File: src/rtl/traffic_pkg.sv
// Shared types for the traffic light controller: phase encoding, lamp
// patterns and small phase-sequencing helpers.
package traffic_pkg;

  typedef enum logic [2:0] {
    NS_GREEN  = 3'd0,
    NS_YELLOW = 3'd1,
    ALLRED_A  = 3'd2,
    EW_GREEN  = 3'd3,
    EW_YELLOW = 3'd4,
    ALLRED_B  = 3'd5
  } state_t;

  localparam logic [2:0] LAMP_R = 3'b100;
  localparam logic [2:0] LAMP_Y = 3'b010;
  localparam logic [2:0] LAMP_G = 3'b001;

  function automatic state_t next_phase(state_t s);
    case (s)
      NS_GREEN:  next_phase = NS_YELLOW;
      NS_YELLOW: next_phase = ALLRED_A;
      ALLRED_A:  next_phase = EW_GREEN;
      EW_GREEN:  next_phase = EW_YELLOW;
      EW_YELLOW: next_phase = ALLRED_B;
      default:   next_phase = NS_GREEN;
    endcase
  endfunction

  function automatic logic is_green(state_t s);
    is_green = (s == NS_GREEN) || (s == EW_GREEN);
  endfunction

  // Returns {ns_lamp, ew_lamp}.
  function automatic logic [5:0] lamp_decode(state_t s);
    case (s)
      NS_GREEN:  lamp_decode = {LAMP_G, LAMP_R};
      NS_YELLOW: lamp_decode = {LAMP_Y, LAMP_R};
      EW_GREEN:  lamp_decode = {LAMP_R, LAMP_G};
      EW_YELLOW: lamp_decode = {LAMP_R, LAMP_Y};
      ALLRED_A,
      ALLRED_B:  lamp_decode = {LAMP_R, LAMP_R};
      default:   lamp_decode = {LAMP_G, LAMP_R};
    endcase
  endfunction

endpackage

File: src/rtl/tick_edge_det.sv
// Samples the divider's slow square wave and emits a one-clk strobe on
// each rising edge.
module tick_edge_det (
  input  logic clk,
  input  logic rst_n,
  input  logic slow_clk,
  output logic tick
);

  logic slow_q;

  // slow_q resets high so a wave already high at reset release is not an edge
  always_ff @(posedge clk) begin
    if (!rst_n) begin
      slow_q <= 1'b1;
      tick   <= 1'b0;
    end else begin
      slow_q <= slow_clk;
      tick   <= slow_clk & ~slow_q;
    end
  end

endmodule

File: src/rtl/traffic_light_ctrl.sv
// Two-road light sequencer driven by 1 s ticks, with a seconds-remaining
// countdown and a latched pedestrian request that shortens the green.
module traffic_light_ctrl
  import traffic_pkg::*;
#(
  parameter int unsigned T_GREEN     = 25,
  parameter int unsigned T_YELLOW    = 3,
  parameter int unsigned T_ALLRED    = 2,
  parameter int unsigned T_GREEN_MIN = 5,
  parameter int unsigned CW          = 8
) (
  input  logic          clk,
  input  logic          rst_n,
  input  logic          slow_clk,
  input  logic          ped_req,
  output logic [2:0]    ns_lamp,
  output logic [2:0]    ew_lamp,
  output logic [CW-1:0] remain,
  output logic          ped_pend,
  output logic          tick
);

  localparam logic [CW-1:0] DUR_G   = CW'(T_GREEN);
  localparam logic [CW-1:0] DUR_Y   = CW'(T_YELLOW);
  localparam logic [CW-1:0] DUR_AR  = CW'(T_ALLRED);
  localparam logic [CW-1:0] DUR_MIN = CW'(T_GREEN_MIN);
  localparam logic [CW-1:0] ONE     = CW'(1);

  state_t        state, state_n;
  logic [CW-1:0] remain_n;
  logic          ped_n;
  logic          enter_allred;
  logic [5:0]    lamps_n;

  function automatic logic [CW-1:0] dur_of(state_t s);
    case (s)
      NS_GREEN, EW_GREEN:   dur_of = DUR_G;
      NS_YELLOW, EW_YELLOW: dur_of = DUR_Y;
      default:              dur_of = DUR_AR;
    endcase
  endfunction

  tick_edge_det u_tick (
    .clk      (clk),
    .rst_n    (rst_n),
    .slow_clk (slow_clk),
    .tick     (tick)
  );

  always_comb begin
    state_n      = state;
    remain_n     = remain;
    enter_allred = 1'b0;
    if (tick) begin
      if (remain == ONE) begin
        state_n      = next_phase(state);
        remain_n     = dur_of(state_n);
        enter_allred = (state_n == ALLRED_A) || (state_n == ALLRED_B);
      end else if (is_green(state) && ped_pend && (remain > DUR_MIN)) begin
        remain_n = DUR_MIN;
      end else begin
        remain_n = remain - ONE;
      end
    end
    // Unused encodings recover immediately, without waiting for a tick
    if (!(state inside {NS_GREEN, NS_YELLOW, ALLRED_A, EW_GREEN, EW_YELLOW, ALLRED_B})) begin
      state_n      = NS_GREEN;
      remain_n     = DUR_G;
      enter_allred = 1'b0;
    end
    ped_n   = ped_req | (ped_pend & ~enter_allred);
    lamps_n = lamp_decode(state_n);
  end

  always_ff @(posedge clk) begin
    if (!rst_n) begin
      state    <= NS_GREEN;
      remain   <= DUR_G;
      ns_lamp  <= LAMP_G;
      ew_lamp  <= LAMP_R;
      ped_pend <= 1'b0;
    end else begin
      state    <= state_n;
      remain   <= remain_n;
      ns_lamp  <= lamps_n[5:3];
      ew_lamp  <= lamps_n[2:0];
      ped_pend <= ped_n;
    end
  end

endmodule

File: config.mk
export PLATFORM = sky130hd
export DESIGN_NAME = traffic_light_ctrl
export DESIGN_NICKNAME = d
export VERILOG_FILES = /design/src/rtl/traffic_pkg.sv /design/src/rtl/tick_edge_det.sv /design/src/rtl/traffic_light_ctrl.sv
export SDC_FILE = /design/constraint.sdc
export NUM_CORES = 1
export LEC_CHECK = 0
export BUFFER_PORTS_ARGS = -buffer_cell sky130_fd_sc_hd__buf_2
export CORE_MARGIN = 3
export CORE_UTILIZATION = 48
export DETAILED_ROUTE_END_ITERATION = 6
export PLACE_DENSITY = 0.84
export SLEW_MARGIN = 20
export SYNTH_ARGS = -nofsm -noshare
export SYNTH_HDL_FRONTEND = slang
export SYNTH_SLANG_ARGS = --single-unit
File: constraint.sdc
create_clock -name clk -period 1.65 [get_ports clk]
set_input_delay 0 -clock clk [delete_from_list [all_inputs] [get_ports clk]]
set_output_delay 0 -clock clk [all_outputs]
set_load 0.05 [all_outputs]
=== After elaboration in Yosys (flattened, before gate mapping) ===
Cells that the tools add are included.

* Multipliers: 0
* Div/mod/pow operators: 0
* Multiplexer cells: 13
* Equal/unequal tests: 16
* $lt $le $gt $ge: 1
* Shifts and indexed selects: 0
* Add/sub/neg operators: 1
* Bitwise gates (word level): 5
* Reduce and logical (&&, ||, !) cells: 11

{| class="wikitable"
|+ Operators by type and width
! kind !! number
|-
| one-hot mux 6 bit (4 select lines) || 1
|-
| == test 3 x 2 -> 1 bit, second input constant || 6
|-
| == test 3 bit, second input constant || 6
|-
| 2-to-1 mux 8 bit || 2
|-
| 2-to-1 mux 3 bit || 5
|-
| one-hot mux 3 bit (5 select lines) || 1
|-
| one-hot mux 5 bit (2 select lines) || 1
|-
| == test 3 x 1 -> 1 bit, second input constant || 3
|-
| == test 8 x 1 -> 1 bit, second input constant || 1
|-
| > comparator 8 x 3 -> 1 bit, second input constant || 1
|-
| subtractor 8 x 1 -> 8 bit, second input constant || 1
|-
| zero test 3 bit || 2
|-
| nonzero test 6 bit || 1
|-
| OR reduction 2 bit || 3
|-
| 2-to-1 mux 1 bit || 3
|-
| bitwise AND 1 bit || 2
|-
| logical AND 1 bit || 2
|-
| logical OR 1 bit || 2
|-
| inverter 1 bit || 2
|-
| AND reduction 2 bit || 1
|-
| OR 1 bit || 1
|}

* Output and inout port bits: 16
* Latch bits: 0
* Input port bits: 4
* Bits in read-only memories: 0
* Bits in registers: 20
* Bits in writable memories: 0
* Memories: 0

=== Depth between registers and ports, before layout ===
Gate-level depths: netlist (run 1).

* Depth after elaboration: 12
* Mapped depth: 6
* Mapped depth without buffers: 6

=== Modules after synthesis ===
Synthesis (run 1) repeated with hierarchy kept, for this count alone.

* Cell total of the unflattened synthesis: 124
* Area, all modules: 1032.2 sq um

{| class="wikitable"
|+ By module, submodules not included
! module !! times used !! sequential area each (sq um) !! cells each !! area an instance (sq um)
|-
| traffic_light_ctrl || 1 || 360.3 || 120 || 977.2
|-
| tick_edge_det || 1 || 40.0 || 4 || 55.1
|}

=== Least setup slack after synthesis (run 1) ===
OpenSTA, ideal clock, no wires.

* Path kind: register -> register
* Start: register remain[0]
* End: register remain[0]
* Data arrival time: 2.054 ns
* Buffers on the path: 0
* Setup slack: -0.519 ns
* Stages on the path, launching flop included: 6
* Setup time: 0.115 ns
* Path through: dfxtp_1 > ha_1 > nor4b_2 > nand3_2 > o41ai_1 > o21ba_1

* Word-level cells in the longest chain between the ends: 4
* Elaborated cells between the ends (all ways): 6
* Classes of those cells: add/sub: 1; order compare: 1; eq/ne: 1; mux: 2; reduce/logical: 1

{| class="wikitable"
|+ Ends and longest elaborated chain
! what !! line !! source
|-
| start, declared || traffic_light_ctrl.sv:18 || <nowiki>output logic [CW-1:0] remain,</nowiki>
|-
| start signal, assigned || traffic_light_ctrl.sv:84 || <nowiki>remain <= remain_n;</nowiki>
|-
| > comparator 8 x 3 -> 1 bit || traffic_light_ctrl.sv:59 || <nowiki>end else if (is_green(state) && ped_pend && (remain > DUR_MIN)) begin</nowiki>
|-
| logical AND 1 bit || traffic_light_ctrl.sv:59 ||
|-
| 2-to-1 mux 8 bit || traffic_light_ctrl.sv:59 ||
|-
| 2-to-1 mux 8 bit * || traffic_light_ctrl.sv:55 || <nowiki>if (remain == ONE) begin</nowiki>
|}

Mark *: on every way between the ends. The rest lies on a longest branch, timed or not.
A chain may end at the register's enable or synchronous reset.

=== Worst setup path in the final report (run 1) ===
Ends and elaborated chain as after synthesis.

==> results_dict.tcl, run 1 <==
set metrics [dict create \
    ys_types 50 \
    syn-cell-area_um2 1100 \
    hpwl_um 1920 \
    chipHeight_um 53.8 \
    final_cells 178 \
    status "completed" \
    max_freq_mhz 607 \
    clock-sinks 20 \
    insertion_delay_ps 310 \
    critical-path-slowest-cell "dfxtp_4" \
    skew_ps 7.05 \
    area_growth_pct 31.3 \
    cp-startpoint "remain[0]" \
    grt_pass1_wl_um 4580 \
    worst_pin_slew_ps 487 \
    dpl.cell_count 167 \
    die-area_um2 2890 \
    min_period_over_period 0.999 \
    path_buf_inv 1 \
    synth_warnings 0 \
    cts_tree "done" \
    ys_ff_latch 20 \
    hold_start "u_tick.slow_q" \
    crit_arrival_ps 1870 \
    clockBufferDepth 2 \
    worstSetupPathType "flip-flop to flip-flop" \
    total_power_uw 940 \
    sequentialPowerShare 0.524 \
    p_int_uw 708 \
    globalplace.congestion 0.914 \
    htree_levels 1 \
    drv_slew 0 \
    synth_cells 121 \
    required_ps 1870 \
    multi_input_area_um2 704 \
    drv_cap 0 \
    n_fill_cell 165 \
    detail-route-antenna-nets 0 \
    finalWirelength_um 2880 \
    min_period_ps 1650 \
    hp-class "flip-flop to flip-flop" \
    drive_gt1_frac 0.430 \
    power_frac_comb 0.106 \
    final_hold_viol_count 0 \
    via_per_inst 5.87 \
    io_pins 20 \
    overflow 0 \
    ys.flop_type "dfxtp_1" \
    route.detailed.drc 0 \
    cp-start-kind "flip-flop" \
    core_area_um2 2060 \
    yosysSeqAreaShare 0.365 \
    syn_nets 127 \
    clock-root-buffer "clkbuf_4" \
    critPathMaxStageDelay_ps 390 \
    p_per_area_nw_per_um2 653 \
    synthArstFlopShare 0 \
    total_leakage_power_uw 0.000534 \
    cts-buffers-inserted 3 \
    drt_iter0_drc 18 \
    num_rows 16 \
    setup_viol 0 \
    vias 1044 \
    diodes 0 \
    clockPowerShare 0.371 \
    path_delay_family "compound AO/OA/AOI/OAI gates" \
    finalNetCount 158 \
    peakVddDrop_v 0.000817 \
    crit_path_max_fanout 4 \
    path_clk_slew_ps 120 \
    wl_per_cell_um 16.2 \
    synth_edf_count 0 \
    portBuffers 19 \
    cp_cell_sequence "inv_1, ha_1, nor2_1, a2111oi_4, o21ai_2, o21ba_1" \
    rsz0062_at_grt "true" \
    crit_path_end_kind "flip-flop" \
    seq_area_um2 422 \
    p_switching_uw 232 \
    antenna_found_initial 0 \
    synth.avg_cell_area_um2 9.06 \
    dr.pass1.iters 6 \
    slew_headroom 0.673 \
    grt_max_degree 19 \
    r2r-start "remain[0]" \
    die_w_um 53.8 \
    swShare 0.247 \
    grt_usage 0.225 \
    grt_pass1_vias 970 \
    initial_utilization 0.532 \
]
[through the flow]
stage / TNS (ps) / area (µm²) / worst slack [ps] / hold slack (ps) / utilization
2_1_floorplan: 0 / 1140 / 5.80 / 101 / -
3_3_place_gp: 0 / 1280 / 44.1 / 199 / 0.621
3_5_place_dp: -40.4 / 1280 / -22.6 / 201 / 0.621
4_1_cts: 0 / 1380 / 10.2 / 384 / 0.667
5_1_grt: -253 / 1440 / -59.5 / 405 / 0.698
6_report: 0 / 1440 / 2.34 / 392 / 0.698
[worst reg2reg max path, delay by kind of cell, from the launching register on]
| kind | cells | cell delay (ps) |
|---|---|---|
| buffers and inverters | 1 | 100 |
| DFF | 1 | 390 |
| AOI/OAI and AO/OA | 3 | 790 |
| adders and majority gates | 1 | 190 |
| and+or+nand+nor | 1 | 80 |
[flip-flops by register name, summed over array words and instances, names as in the netlist]
signal and flops:
remain 8, ew_lamp 3, ns_lamp 3, state 3
ped_pend 1, u_tick.slow_q 1, u_tick.tick 1
[worst paths after layout]
kind	endpoint	depth (start not counted)	slack [ps]
max	remain[0]	6	2
min	u_tick.tick	1	390
max reg2reg	remain[0]	6	2
min reg2reg	u_tick.tick	1	390
[cell usage in the layout (no fill, tap or decap), types with 2 or more instances in the layout]
master,count
o21ai_0,3
a21oi_1,3
dfxtp_2,5
buf_4,10
nand3_1,5
nor3_1,4
nand2b_1,3
o21a_1,3
clkbuf_4,3
dfxtp_1,11
nor3b_2,2
inv_1,4
nand2_1,7
a31oi_1,3
o211ai_1,4
xnor2_1,3
dlygate4sd3_1,4
o21ai_1,2
nor2b_1,2
dfxtp_4,4
nand3b_1,2
nor2_1,10
buf_2,19
[synth_stat cells, drive strengths merged (4+ instances only)]
master / instances / area [µm²]
clkbuf: 4 / 15.0
dfxtp: 20 / 400
nor3: 4 / 20.0
nand3: 6 / 35.0
nand2: 7 / 26.3
o211ai: 4 / 30.0
o21ai: 6 / 33.8
nor2: 11 / 41.3
xnor2: 4 / 35.0
inv: 5 / 18.8
[power groups by stage]
stage	Clock (µW)	Combinational [µW]	Sequential [µW]
final	348	99.2	492
after CTS	355	92.5	492
after detailed placement	0	84.8	503
after global placement	0	82.8	502
after floorplan	0	48.1	518
after global routing	380	106	493
[what timing repair did]
action / 4_1_cts / 5_1_grt
hold buffers: 4 / 0
pin swaps: 1 / 9
resized for setup: 0 / 11
hold endpoints to repair: 6 / 0
setup endpoints to repair: 3 / 16
setup buffers: 1 / 2
[final cells by class]
cell class / instances / share of cell area
Inverter: 5 / 0.0148
Clock buffer: 4 / 0.0330
Sequential cell: 20 / 0.293
Tap cell: 27 / 0.0235
Timing Repair Buffer: 33 / 0.146
Multi-Input combinational cell: 89 / 0.490
[kinds of logic (layout without fill, tap and decap cells)]
family,after synthesis,in the layout,synth area share
adder cells (fa/ha/maj),2,2,0.0228
multiplexers,1,1,0.0103
flip-flops,20,20,0.365
XOR/XNOR,5,5,0.0400
buffers and inverters,12,42,0.0525
AO/OA/AOI/OAI,35,35,0.256
AND/OR/NAND/NOR,46,46,0.253
[layer usage]
metal / GRT usage / wire [µm] / share of wire / up-vias
met1: 0.272 / 1230 / 0.43 / 485
li1: - / - / - / 513
met5: 0 / 0 / 0 / -
met2: 0.375 / 1430 / 0.49 / 37
met4: 0.128 / 97 / 0.034 / 0
met3: 0.0360 / 126 / 0.044 / 9
Power figures use the tool's default switching activity.
==> run 2, diff against run 1 <==
CTS_BUF_LIST = sky130_fd_sc_hd__clkbuf_16   (was unset)
==> run 2 against run 1 <==
Against the previous run:
- worst setup slack improved by 34 ps
- via count is 0.96% lower
- non-clock buffer count is 3 lower
==> results_dict.tcl, run 2 (same netlist as run 1, synthesis figures left out) <==
set metrics [dict create \
    detail-route-antenna-nets 0 \
    cp-start-kind "flip-flop" \
    die-area_um2 2890 \
    skew_ps 2.55 \
    required_ps 1830 \
    crit_path_end_kind "flip-flop" \
    drv_slew 0 \
    num_rows 16 \
    r2r_cells 7 \
    cts_tree "done" \
    total_leakage_power_uw 0.000535 \
    cts-buffers-inserted 3 \
    min_period_over_period 0.978 \
    grt_pass1_wl_um 4510 \
    globalplace.congestion 0.914 \
    htree_levels 1 \
    r2r-start "remain[0]" \
    n_fill_cell 162 \
    worstSetupPathType "flip-flop to flip-flop" \
    grt_max_degree 19 \
    setup_viol 0 \
    final_cell_mix "19 x buf_2, 11 x dfxtp_1, 10 x nor2_1, 9 x buf_4, 7 x nand2_1" \
    insertion_delay_ps 250 \
    die_w_um 53.8 \
    final.setup.worst_slack_ps 36.6 \
    dr.pass1.iters 4 \
    chipHeight_um 53.8 \
    tns_ps 0 \
    drt_iter0_drc 28 \
    cp-endpoint "remain[5]" \
    hold_depth 2 \
    grt_usage 0.216 \
    path_clk_slew_ps 60 \
    antenna_found_initial 0 \
    p_per_area_nw_per_um2 823 \
    min_period_ps 1610 \
    initial_utilization 0.532 \
    finalNetCount 155 \
    cp_cell_sequence "inv_1, ha_1, nor2_2, a2111oi_4, buf_4, o311ai_1, a21oi_1" \
    overflow 0 \
    hpwl_um 1920 \
    portBuffers 19 \
    diodes 0 \
    regMostFlops "remain" \
    drive_gt1_frac 0.419 \
    reg2reg_to "remain[5]" \
    worst_pin_slew_ps 479 \
    ff2ff_setup_slack_ps 40 \
    clockBufferDepth 2 \
    clock-sinks 20 \
    wl_per_cell_um 16.3 \
    cp-startpoint "remain[0]" \
    io_pins 20 \
    busiest_layer "met2" \
    hp-class "primary input to flip-flop" \
    route.detailed.drc 0 \
    area_growth_pct 32.2 \
    final_hold_viol_count 0 \
    critical-path-slowest-cell "a2111oi_4" \
    vias 1034 \
    finalWirelength_um 2850 \
    grt_use_met3 0.0471 \
    crit_arrival_ps 1800 \
    mostFrequentLayoutCell "buf_2" \
    grt_pass1_vias 989 \
    total_power_uw 1190 \
    via_per_inst 5.91 \
    grt.met2_usage 0.367 \
    slew_headroom 0.678 \
    critPathMaxStageDelay_ps 390 \
    crit_path_max_fanout 7 \
    clock-root-buffer "clkbuf_16" \
    core_area_um2 2060 \
    status "completed" \
    largest_register_ffs 8 \
    peakVddDrop_v 0.000764 \
    use_met1 0.255 \
    max_freq_mhz 620 \
    dp_slack_ps -22.6 \
    drv_cap 0 \
]
run 2: changes by cell type in the layout (fill, tap and decap cells not counted):
cell           previous run  this run
dlygate4sd3_1             4         2
xnor2_2                   1         0
o41ai_2                   1         0
clkbuf_4                  3         0
clkbuf_16                 1         4
buf_4                    10         9
xnor2_1                   3         4
o41ai_1                   0         1
run 2: worst min-delay path by stage:
stage	start	end	slack, ps
final	rst_n	u_tick.slow_q	10
after detailed placement	slow_clk	u_tick.slow_q	200
after global placement	slow_clk	u_tick.slow_q	200
after CTS	rst_n	u_tick.slow_q	10
after global routing	rst_n	u_tick.slow_q	40
after floorplan	slow_clk	u_tick.slow_q	100
run 2: area by class of cell:
class | instances | area (µm²) | share of cell area
Clock buffer | 4 | 100 | 0.0691
Inverter | 5 | 21.3 | 0.0147
Tap cell | 27 | 33.8 | 0.0233
Multi-Input combinational cell | 89 | 689 | 0.476
Sequential cell | 20 | 422 | 0.291
Timing Repair Buffer | 30 | 183 | 0.126
run 2: power breakdown:
| part | total [µW] | internal [µW] | leakage [µW] | switching [µW] |
|---|---|---|---|---|
| logic | 94.5 | 35.7 | 0.000321 | 58.9 |
| registers | 493 | 485 | 0.000165 | 8.20 |
| clock network | 606 | 420 | 0.0000493 | 185 |
run 2: per-layer routing:
layer  up-vias  share of wire
li1        504              -
met1       497           0.45
met2        29           0.50
met3         4          0.038
met4         0          0.015
met5         -              0
run 2: worst max-delay path, delay by kind of cell (launching register included):
kind	cells	cell delay, ps
AO/OA/AOI/OAI	3	610
adder cells (fa/ha/maj)	1	200
AND/OR/NAND/NOR	1	70
buffers and inverters	2	290
flip-flops	1	370
run 2: metrics by stage:
stage	hold slack (ps)	cell area, µm²	instances	util
after floorplan	101	1140	121	-
after detailed placement	201	1280	167	0.621
after CTS	11.0	1410	174	0.683
after global routing	39.4	1450	175	0.703
final	14.6	1450	175	0.703
after global placement	199	1280	167	0.621
run 2: what timing repair did:
action,4_1_cts,5_1_grt
endpoints found under the hold margin,3,0
pin swaps,0,2
gates resized for setup,0,9
setup endpoints to repair,2,14
hold buffers,2,0
setup buffers,1,1
==> run 3, diff against run 2 <==
PLACE_DENSITY = 0.85   (was 0.84)
SYNTH_HIERARCHICAL = 1   (was unset)
==> run 3 against run 2 <==
Against the previous run:
- critical path type unchanged
- clock-buffer cell count down 1
- largest cell class unchanged
- the run now ends with negative setup slack left
- global-route usage up 0.71 points
- sequential power down 0.8%
- die area down 5.2%
- sequential cell count unchanged
- worst setup slack worse by 68 ps
- register-to-register slack worse by 70 ps
- hold slack worse by 2.1 ps
- cell count up 11%
- final area up 5.7%
- non-clock buffer count up 14
==> results_dict.tcl, run 3 <==
set metrics [dict create \
    status "finished, violations left" \
    failed_checks "negative setup slack" \
    antenna_found_initial 0 \
    total_leakage_power_uw 0.000607 \
    min_period_ps 1680 \
    grt_pass1_vias 1087 \
    dp_slack_ps -79.0 \
    drv_cap 0 \
    via_per_inst 5.69 \
    grt_usage 0.223 \
    slew_headroom 0.765 \
    route.detailed.drc 0 \
    io_pins 20 \
    worstSetupPathType "flip-flop to flip-flop" \
    detail-route-antenna-nets 0 \
    peakVddDrop_v 0.000527 \
    final.setup.worst_slack_ps -31.3 \
    wl_per_cell_um 15.7 \
    netlist_top_cells_area "dfxtp_1 39%, nand2_1 4.7%, nor2_1 4.4%" \
    required_ps 1790 \
    drt_iter0_drc 19 \
    clockBufferDepth 2 \
    mostFrequentLayoutCell "buf_4" \
    tns_ps -76.2 \
    synth_top_area_frac 0.388 \
    synth_common_cells "20 x dfxtp_1, 13 x nand2_1, 12 x nor2_1, 7 x a21oi_1" \
    setup_viol 4 \
    final_hold_viol_count 0 \
    design_area_um2 1530 \
    die-area_um2 2740 \
    synth.most_common_cell "dfxtp_1" \
    skew_ps 5.87 \
    final_cell_mix "20 x buf_4, 19 x buf_2, 13 x nand2_1, 12 x dfxtp_1, 8 x nor2_1" \
    clock-root-buffer "clkbuf_16" \
    seq_area_um2 420 \
    crit_arrival_ps 1820 \
    diodes 0 \
    core_area_um2 2000 \
    synth_edf_count 0 \
    hold_end "u_tick/slow_q" \
    cp-start-kind "flip-flop" \
    r2r_cells 9 \
    dr.pass1.iters 4 \
    synth.avg_cell_area_um2 8.32 \
    p_int_uw 843 \
    overflow 0 \
    dpl.cell_count 185 \
    ys_ff_latch 20 \
    grt_max_degree 13 \
    chipHeight_um 52.4 \
    synth_warnings 6 \
    min_period_over_period 1.02 \
    insertion_delay_ps 250 \
    max_freq_mhz 595 \
    cts_tree "done" \
    ys.flop_type "dfxtp_1" \
    synth_top_area_cell "dfxtp_1" \
    rsz0062_at_grt "true" \
    hold_depth 2 \
    die_w_um 52.4 \
    synth_xor_area_frac 0.0339 \
    r2r-start "remain[1]" \
    area_growth_pct 48.4 \
    crit_path_max_fanout 5 \
    syn_nets 130 \
    drv_slew 0 \
    syn-cell-area_um2 1030 \
    reg2reg_to "remain[4]" \
    synth_cells 124 \
    yosysSeqAreaShare 0.388 \
    clock-sinks 20 \
    portBuffers 19 \
    multi_input_area_um2 677 \
    swShare 0.217 \
    regMostFlops "remain" \
    grt_pass1_wl_um 4630 \
    ys_types 38 \
    synth-simple-area-share 0.288 \
    muxShareOfSynthArea 0.00970 \
    final_cells 195 \
    sequentialPowerShare 0.454 \
    globalplace.congestion 0.895 \
    vias 1109 \
    initial_utilization 0.516 \
    hp-class "primary input to flip-flop" \
    power_frac_comb 0.089 \
    p_switching_uw 234 \
    finalNetCount 175 \
    worst_pin_slew_ps 348 \
    hold_start "rst_n" \
    synth_compound_area_frac 0.219 \
    crit_path_end_kind "flip-flop" \
    synth_top_family_by_area "simple AND/OR/NAND/NOR gates" \
    path_clk_slew_ps 60 \
    hpwl_um 2010 \
    drive_gt1_frac 0.446 \
    yosys.area_share.adder 0.0242 \
    num_rows 16 \
    p_per_area_nw_per_um2 703 \
    n_fill_cell 135 \
    htree_levels 1 \
    finalWirelength_um 3060 \
    ff2ff_setup_slack_ps -30 \
    place_area_um2 1320 \
    largest_register_ffs 8 \
    synthArstFlopShare 0 \
    cts-buffers-inserted 3 \
    clockPowerShare 0.457 \
]
## run 3: kinds of logic (layout without fill, tap and decap cells)
logic type | Yosys count | in the layout
buffers and inverters | 10 | 54
AOI/OAI and AO/OA | 32 | 32
DFF | 20 | 20
and+or+nand+nor | 55 | 55
muxes | 1 | 1
adders and majority gates | 2 | 2
xor gates and xnor gates | 4 | 4
## run 3: how the worst max path moves through the flow
stage	startpoint	end	slack, ps	cells after the start
finish	remain[1]	remain[4]	-30	9
global route	remain[4]	remain[0]	-120	6
CTS	remain[4]	remain[0]	-80	6
detailed placement	remain[5]	remain[7]	-80	5
global placement	remain[5]	remain[7]	-10	5
floorplan	remain[5]	remain[7]	-40	5
## run 3: timing repair
item | 4_1_cts | 5_1_grt
hold endpoints to repair | 3 | 0
pin swaps | 8 | 11
gates resized for setup | 6 | 12
hold buffers | 2 | 0
setup buffers | 3 | 1
cloned | 0 | 0
endpoints found under the setup margin | 5 | 15
## run 3: critical path, stage by stage (launching register included)
cell and delay (ps):
dfxtp_4 340, inv_1 50, ha_2 170, buf_4 150, nor2_4 110, a211oi_4 80, buf_6 120, o21ai_4 210
nor3b_2 70, a211o_1 270
## run 3: power by group through the flow
stage	sequential, µW	combinational (µW)	clock, µW
4_1_cts	488	90.2	506
3_3_place_gp	498	80.0	0
5_1_grt	489	102	521
3_5_place_dp	498	81.7	0
2_1_floorplan	514	35.1	0
6_report	489	95.6	492
## run 3: cell type report
class,instances,area share
multi-input combinational,94,0.442
sequential,20,0.275
inverter,6,0.0147
tap,27,0.0221
timing repair buffer,44,0.195
clock buffer,3,0.0490
clock inverter,1,0.00245
## run 3: metal layers
layer,vias to the layer above,routed length (µm),track usage
met3,9,177,0.0513
met2,33,1590,0.411
li1,533,-,-
met4,0,55,0.0723
met5,-,0,0
met1,534,1230,0.247
## run 3: stage by stage
| stage | total power [µW] | util | hold WS, ps |
|---|---|---|---|
| 2_1_floorplan | 549 | - | 73.0 |
| 3_3_place_gp | 578 | 0.661 | 194 |
| 3_5_place_dp | 580 | 0.661 | 197 |
| 4_1_cts | 1080 | 0.737 | 9.90 |
| 5_1_grt | 1110 | 0.765 | 28.0 |
| 6_report | 1080 | 0.765 | 12.5 |
